<file path="src/rtl/instr_loader_pkg.sv">
// instr_loader_pkg: shared types and constants for the instruction loader.
// LOADER_CHECKSUM_EN adds the trailing-checksum state.
package instr_loader_pkg;

    localparam int HDR_BYTES      = 2;
    localparam int BYTES_PER_WORD = 4;
    localparam int WORD_W         = 32;
    localparam int CNT_W          = $clog2(BYTES_PER_WORD);

    typedef enum logic [2:0] {
        ST_IDLE,
        ST_HDR_HI,
        ST_HDR_LO,
        ST_DATA,
`ifdef LOADER_CHECKSUM_EN
        ST_CSUM,
`endif
        ST_FINISH
    } loader_state_t;

endpackage

</file>
<file path="src/rtl/instr_mem_loader_byte_packer.sv">
// byte_packer: big-endian 8->32 shift register with byte counter.
// LOADER_CHECKSUM_EN adds an XOR accumulator over packed bytes.
module byte_packer
    import instr_loader_pkg::*;
(
    input  logic              clk,
    input  logic              rst_n,
    input  logic              clr,
    input  logic              en,
    input  logic [7:0]        data,
    output logic [WORD_W-1:0] word,
    output logic              word_valid
`ifdef LOADER_CHECKSUM_EN
    ,
    output logic [7:0]        csum
`endif
);

    logic [WORD_W-9:0] shift_q;
    logic [CNT_W-1:0]  cnt_q;

    // Word as it stands once the byte currently offered lands.
    assign word       = {shift_q, data};
    assign word_valid = en && (cnt_q == CNT_W'(BYTES_PER_WORD - 1));

    // Shift accepted bytes in MSB-first; counter wraps after each word.
    always_ff @(posedge clk or negedge rst_n) begin
        if (!rst_n) begin
            shift_q <= '0;
            cnt_q   <= '0;
        end else if (clr) begin
            shift_q <= '0;
            cnt_q   <= '0;
        end else if (en) begin
            shift_q <= word[WORD_W-9:0];
            cnt_q   <= cnt_q + 1'b1;
        end
    end

`ifdef LOADER_CHECKSUM_EN
    // Running XOR of payload bytes for the trailing check byte.
    always_ff @(posedge clk or negedge rst_n) begin
        if (!rst_n) begin
            csum <= '0;
        end else if (clr) begin
            csum <= '0;
        end else if (en) begin
            csum <= csum ^ data;
        end
    end
`endif

endmodule

</file>
<file path="src/rtl/instr_mem_loader.sv">
// instr_mem_loader: byte stream to big-endian instruction-word writes.
// LOADER_CHECKSUM_EN enables a trailing XOR checksum byte.
module instr_mem_loader
    import instr_loader_pkg::*;
#(
    parameter int ADDR_W = 8
) (
    input  logic              clk,
    input  logic              rst_n,
    input  logic              start,
    input  logic              s_valid,
    input  logic [7:0]        s_data,
    output logic              s_ready,
    output logic              mem_we,
    output logic [ADDR_W-1:0] mem_addr,
    output logic [WORD_W-1:0] mem_wdata,
    output logic              busy,
    output logic              done,
    output logic              err,
    output logic [ADDR_W:0]   words_loaded
);

    localparam int DEPTH = 2 ** ADDR_W;

    loader_state_t     state_q;
    logic [7:0]        n_hi_q;
    logic [15:0]       n_words_q;
    logic [15:0]       n_full;
    logic [16:0]       wl_next;
    logic              fire;
    logic              last_word;
    logic              too_big;
    logic              pk_clr;
    logic              pk_en;
    logic [WORD_W-1:0] pk_word;
    logic              pk_word_valid;
`ifdef LOADER_CHECKSUM_EN
    logic [7:0]        pk_csum;
`endif

    assign fire      = s_valid & s_ready;
    assign n_full    = {n_hi_q, s_data};
    assign wl_next   = 17'(words_loaded) + 17'd1;
    assign last_word = (wl_next == 17'(n_words_q));
    assign too_big   = (17'(n_full) > 17'(DEPTH));
    assign pk_clr    = (state_q == ST_IDLE) && start;
    assign pk_en     = fire && (state_q == ST_DATA);

    byte_packer u_packer (
        .clk        (clk),
        .rst_n      (rst_n),
        .clr        (pk_clr),
        .en         (pk_en),
        .data       (s_data),
        .word       (pk_word),
        .word_valid (pk_word_valid)
`ifdef LOADER_CHECKSUM_EN
        ,
        .csum       (pk_csum)
`endif
    );

    // Load sequencer; every output is a register updated here.
    always_ff @(posedge clk or negedge rst_n) begin
        if (!rst_n) begin
            state_q      <= ST_IDLE;
            n_hi_q       <= '0;
            n_words_q    <= '0;
            s_ready      <= 1'b0;
            mem_we       <= 1'b0;
            mem_addr     <= '0;
            mem_wdata    <= '0;
            busy         <= 1'b0;
            done         <= 1'b0;
            err          <= 1'b0;
            words_loaded <= '0;
        end else begin
            mem_we <= 1'b0;
            done   <= 1'b0;
            unique case (state_q)
                ST_IDLE: begin
                    if (start) begin
                        err          <= 1'b0;
                        words_loaded <= '0;
                        busy         <= 1'b1;
                        s_ready      <= 1'b1;
                        state_q      <= ST_HDR_HI;
                    end
                end
                ST_HDR_HI: begin
                    if (fire) begin
                        n_hi_q  <= s_data;
                        state_q <= ST_HDR_LO;
                    end
                end
                ST_HDR_LO: begin
                    if (fire) begin
                        n_words_q <= n_full;
                        if (too_big) begin
                            err     <= 1'b1;
                            s_ready <= 1'b0;
                            busy    <= 1'b0;
                            done    <= 1'b1;
                            state_q <= ST_FINISH;
                        end else if (n_full == 16'd0) begin
`ifdef LOADER_CHECKSUM_EN
                            state_q <= ST_CSUM;
`else
                            s_ready <= 1'b0;
                            busy    <= 1'b0;
                            done    <= 1'b1;
                            state_q <= ST_FINISH;
`endif
                        end else begin
                            state_q <= ST_DATA;
                        end
                    end
                end
                ST_DATA: begin
                    if (pk_word_valid) begin
                        mem_we       <= 1'b1;
                        mem_addr     <= words_loaded[ADDR_W-1:0];
                        mem_wdata    <= pk_word;
                        words_loaded <= wl_next[ADDR_W:0];
                        if (last_word) begin
`ifdef LOADER_CHECKSUM_EN
                            state_q <= ST_CSUM;
`else
                            s_ready <= 1'b0;
                            busy    <= 1'b0;
                            done    <= 1'b1;
                            state_q <= ST_FINISH;
`endif
                        end
                    end
                end
`ifdef LOADER_CHECKSUM_EN
                ST_CSUM: begin
                    if (fire) begin
                        if (s_data != pk_csum) begin
                            err <= 1'b1;
                        end
                        s_ready <= 1'b0;
                        busy    <= 1'b0;
                        done    <= 1'b1;
                        state_q <= ST_FINISH;
                    end
                end
`endif
                ST_FINISH: begin
                    state_q <= ST_IDLE;
                end
                default: begin
                    state_q <= ST_IDLE;
                end
            endcase
        end
    end

endmodule
</file>
<file path="config.mk">
export PLATFORM = sky130hd
export DESIGN_NAME = instr_mem_loader
export DESIGN_NICKNAME = d
export VERILOG_FILES = /design/src/rtl/instr_loader_pkg.sv /design/src/rtl/instr_mem_loader_byte_packer.sv /design/src/rtl/instr_mem_loader.sv
export SDC_FILE = /design/constraint.sdc
export NUM_CORES = 1
export LEC_CHECK = 0
export BUFFER_PORTS_ARGS = -buffer_cell sky130_fd_sc_hd__buf_4
export CORE_ASPECT_RATIO = 1.2
export CORE_MARGIN = 1.5
export CORE_UTILIZATION = 36
export CTS_CLUSTER_DIAMETER = 50
export DETAILED_ROUTE_END_ITERATION = 6
export PLACE_DENSITY = 0.55
export SLEW_MARGIN = 20
export SYNTH_ARGS = -nofsm -noshare
export SYNTH_HDL_FRONTEND = slang
export SYNTH_SLANG_ARGS = --single-unit
</file>
<file path="constraint.sdc">
create_clock -name clk -period 1.97 [get_ports clk]
set_input_delay 0.197 -clock clk [delete_from_list [all_inputs] [get_ports clk]]
set_output_delay 0.197 -clock clk [all_outputs]
set_load 0.01 [all_outputs]
</file>
-- After elaboration in Yosys (flattened, before gate mapping)
Index checks and enable logic that the tools add are counted.
- logic and storage cells: 78
- register bits after elaboration: 106
- multiplexer cells: 34
- $lt $le $gt $ge: 1
- equal/unequal tests: 12
- $add $sub $neg: 2
- bitwise gates (word level): 1
- reduce and logical (&&, ||, !) cells: 16
- operators by type and width (kind ; count):
    $mux W24 ; 2
    $mux W3 ; 7
    $mux W9 ; 2
    $pmux W9 S2 ; 1
    $eq A10 B16 Y1 ; 1
    $gt A16 B9 Y1 const B ; 1
    $logic_not A16 Y1 ; 1
    $mux W1 ; 16
    $ne A2 B2 Y1 const B ; 6
    $pmux W3 S4 ; 1
    $add A9 B1 Y10 const B ; 1
    $eq A3 B2 Y1 const B ; 2
    $reduce_and A2 Y1 ; 3
    $reduce_and A6 Y1 ; 1
    $reduce_bool A2 Y1 ; 3
    $reduce_and A5 Y1 ; 1
    $mux W2 ; 2
    $pmux W1 S2 ; 2
    $reduce_and A4 Y1 ; 1
    $eq A3 B1 Y1 const B ; 1
    $logic_and A1 B1 Y1 ; 3
    $logic_not A3 Y1 ; 1
    $ne A3 B3 Y1 const B ; 1
    $pmux W1 S3 ; 1
    5 further kinds ; 5

-- Longest topological paths before layout
- depth in word-level cells: 5
- gate-level depth with buffers: 9

-- Modules after synthesis
Synthesis repeated with hierarchy kept, for this count alone.
- cell total of the unflattened synthesis: 472
- area, all modules: 4893.4 µm²
- modules (own cells, without submodules) (module ; instances ; cells an instance ; area an instance (µm²)):
    instr_mem_loader ; 1 ; 378 ; 3739.8
    byte_packer ; 1 ; 94 ; 1153.6

-- Least setup slack after synthesis
Ideal clock, no wire load.
- path kind: register -> register
- start point: reg words_loaded[0]
- end point: reg busy
- cell stages (with the launch flop): 8
- period minus slack after synthesis: 1.983 ns
- library setup time: 0.126 ns
- buffers on the path: 0
- required time: 1.844 ns
- setup slack: -0.013 ns
- arrival: 1.857 ns
- path through: dfrtp_1 ha_1 nand3_1 o21a_1 nor4_1 o2111ai_2 a21oi_1 o21ai_1
- word-level cells in the longest chain between the ends: 4
- RTL lines (element ; RTL line ; RTL):
    start: declaration ; instr_mem_loader.sv:20 ; output logic [ADDR_W:0] words_loaded
    start signal: assignment ; instr_mem_loader.sv:124 ; words_loaded <= wl_next[ADDR_W:0];
    $add A9 B1 Y10 ; instr_mem_loader.sv:43 ; assign wl_next = 17'(words_loaded) + 17'd1;
    $eq A10 B16 Y1 ; instr_mem_loader.sv:44 ; assign last_word = (wl_next == 17'(n_words_q));
    $ne A2 B2 Y1 (no line) ; n/a ;
    $reduce_and A6 Y1 (no line) ; n/a ;
    end signal: assignment ; instr_mem_loader.sv:73 ; busy <= 1'b0;
    end signal: assignment ; instr_mem_loader.sv:85 ; busy <= 1'b1;
    end signal: assignment ; instr_mem_loader.sv:102 ; busy <= 1'b0;
    end: declaration ; instr_mem_loader.sv:17 ; output logic busy,
Every way passes these cells.
A chain may end at the register's enable or synchronous reset.

==> summary.txt <==
Power
  – Leak: 2.985 nW
  – Pwr/cell area: 731.3 nW/um^2
  – Peak VDD IR: 0.0003687 V

Setup path
  – Critical Path Max Stage Delay: 810 ps
  – Slowest-stage cell, CP: or4b_2
  – Required @ worst endpoint: 2200 ps
  – Crit-path cells: nand2_1, or4b_2, mux2_2
  – Largest delay share family, worst path: simple AND/OR/NAND/NOR gates
  – WP depth: 3
  – Crit. End Element: flip-flop
  – CP endpoint: n_hi_q[1]
  – CP startpoint kind: flip-flop
  – Crit Path Max Fanout: 9
  – WP buf/inv: 0
  – FF-to-FF Start: busy
  – Flop2flop setup slack: 120 ps
  – Reg-to-Reg End: n_hi_q[1]
  – Worst Path Arrival: 2080 ps
  – Reg2reg path depth: 3
  – Critical path origin: busy
  – Setup Crit Path Kind: reg2reg

Routing
  – Average wire per standard cell: 15.86 um
  – Number of DRC markers in iteration 0: 207
  – DR pass1 iterations: 4
  – Routed vias: 3,394
  – Detail Route Antenna Nets: 0
  – Post-route DRC: 0
  – Via density: 5.006
  – WL final: 10,750 um

Timing
  – Final min period: 1848 ps
  – Worst slew pin tran: 588.8 ps
  – Slew headroom: 60.75%
  – Setup ws final: 122.5 ps
  – Final setup violation count: 0
  – Setup TNS Final: 0 ps
  – Max Slew Vio Count: 0
  – Tcrit/Tclk final: 93.78%
  – FMAX: 0.5413 GHz
  – Clk_skew: 16.57 ps
  – Hold Vio Cnt, Final: 0
  – RSZ-0062 raised after global routing: no

Synthesis
  – Most common cell in the netlist: nand2_1
  – Async set or reset register ratio after synthesis: 100.0%
  – Syn Area/Cell: 10.79 um^2
  – Largest cells by area after synthesis: dfrtp_1, mux2_2, nand2_1, nand3_1, a21oi_1
  – Mapped Nets: 445
  – Synthesized cell area: 4649 um^2
  – Yosys reg bits: 106
  – Area leader, netlist: dfrtp_1
  – Sequential area share after synthesis: 57.05%
  – Number of flops mapped to enable cells by yosys: 0
  – Primary FF master, synth: dfrtp_1
  – Share of the synthesized area in the top cell type: 57.05%
  – Mapped Cells: 431
  – Synth unique cells: 50
  – Yosys warns: 0
  – Synth top cells by count: nand2_1, dfrtp_1, mux2_2

Clock tree
  – CTS tree: built
  – CTS Sinks: 106
  – Root buf cell: clkbuf_16
  – Clock buffer depth: 2
  – CTS buffer count: 9
  – Worst-path clk slew: 70 ps
  – Max H-tree Level: 3
  – Worst-Skew Late Latency: 360 ps

Final layout
  – Multi-input gate area: 1856 um^2
  – Area grow syn2layout: 24.65%
  – # nets final: 523
  – Ratio of cells with drive above 1 in the final layout: 34.24%
  – Fill cells: 1,219
  – Number of diodes: 0
  – Register Area: 2658 um^2

Status
  – Status: finished, final reports clean

Global routing
  – Global-route usage over all layers: 16.87%
  – Vias in the first global route: 3,381
  – Largest net degree at the start of global routing: 45
  – Initial antenna violation count: 0
  – First-pass GRT wire length: 17,890 um
  – GRT overflow: 0

Run
  – Max-Cap Viols: 0

Die
  – Die span in y: 127.5 um
  – Initial Utilization: 36.87%
  – Core area: 12,610 um^2
  – Ports: 66
  – Die width: 106.7 um
  – Die area: 13,610 um^2
  – Row count: 45

Min path
  – Hold WC Path Type: in2reg
  – Hold Startpoint: s_data[7]

Place
  – Gpl congestion: 0.8465
  – DP Worst Slack: 80.36 ps
  – Post-DP HPWL: 7384 um
  – Port bufs: 65
worst reg2reg max path: cells and delay by family, from the launching register on:
kind	cells	cell delay, ps
DFF	1	460
and+or+nand+nor	2	940
muxes	1	340
stage by stage:
stage	std cells	hold slack [ps]	utilization [%]	total power [mW]	area, um^2
final	678	85.02	45.95	4.238	5796
after global routing	678	79.49	45.95	4.387	5796
after CTS	675	71.38	45.45	4.297	5732
after detailed placement	658	246.9	42.73	2.305	5389
after global placement	658	246.0	42.73	2.304	5389
after floorplan	431	-98.59	-	2.220	4651
how the worst min path moves through the flow:
stage,cells past startpoint,endpoint
after floorplan,0,busy
after global placement,1,words_loaded[8]
after detailed placement,1,mem_addr[5]
after CTS,3,mem_wdata[7]
after global routing,3,mem_wdata[7]
final,3,mem_wdata[7]
logic make-up (layout without fill, tap and decap cells):
logic type                 Yosys count  after routing  synth area share (%)
buffers and inverters               30            113                 3.686
muxes                               47             47                 11.38
AOI/OAI and AO/OA                   51             51                 6.970
and+or+nand+nor                    185            185                 18.49
DFF                                106            106                 57.05
xor gates and xnor gates            10             10                 1.884
adders and majority gates            2              2                0.5381
what timing repair did:
action                                  in CTS  in global routing
endpoints found under the hold margin       41                  0
setup buffers                                0                  3
hold buffers                                 1                  0
resized for setup                            0                  9
endpoints found under the setup margin       0                  2
cell usage in the layout, fill, tap and decap left out, types with 5 or more instances in the layout:
cell type    n
a21oi_1     15
clkbuf_16    9
buf_4       87
mux2_2      47
o21ai_0     14
nand3_1     19
xor2_1       5
nor2_1      14
xnor2_1      5
nand2_1    115
dfrtp_1    102
sequential cells by signal, summed over array words and instances, names as in the netlist:
signal / count
mem_wdata: 32
u_packer.shift_q: 24
n_words_q: 16
words_loaded: 9
mem_addr: 8
n_hi_q: 8
state_q: 3
u_packer.cnt_q: 2
busy: 1
done: 1
err: 1
mem_we: 1
power by group:
| part | internal (mW) | switching, mW | leakage (nW) |
|---|---|---|---|
| Clock | 1.13 | 0.845 | 0.163 |
| Sequential | 2.17 | 0 | 1.46 |
| Combinational | 0.0239 | 0.0608 | 1.36 |
| Total | 3.33 | 0.906 | 2.98 |
metal layers:
layer	track usage (%)	wire length, um
met1	24.02	5159
met2	25.72	5118
met3	3.265	333
met4	5.882	140
met5	0	0
area by class of cell:
type / count / area share, %
sequential: 106 / 45.85
multi-input combinational: 295 / 32.02
timing repair buffer: 92 / 12.52
clock buffer: 9 / 3.886
tap: 164 / 3.541
clock inverter: 7 / 1.857
inverter: 5 / 0.3238
No activity file was read; power rests on OpenSTA's default activity.
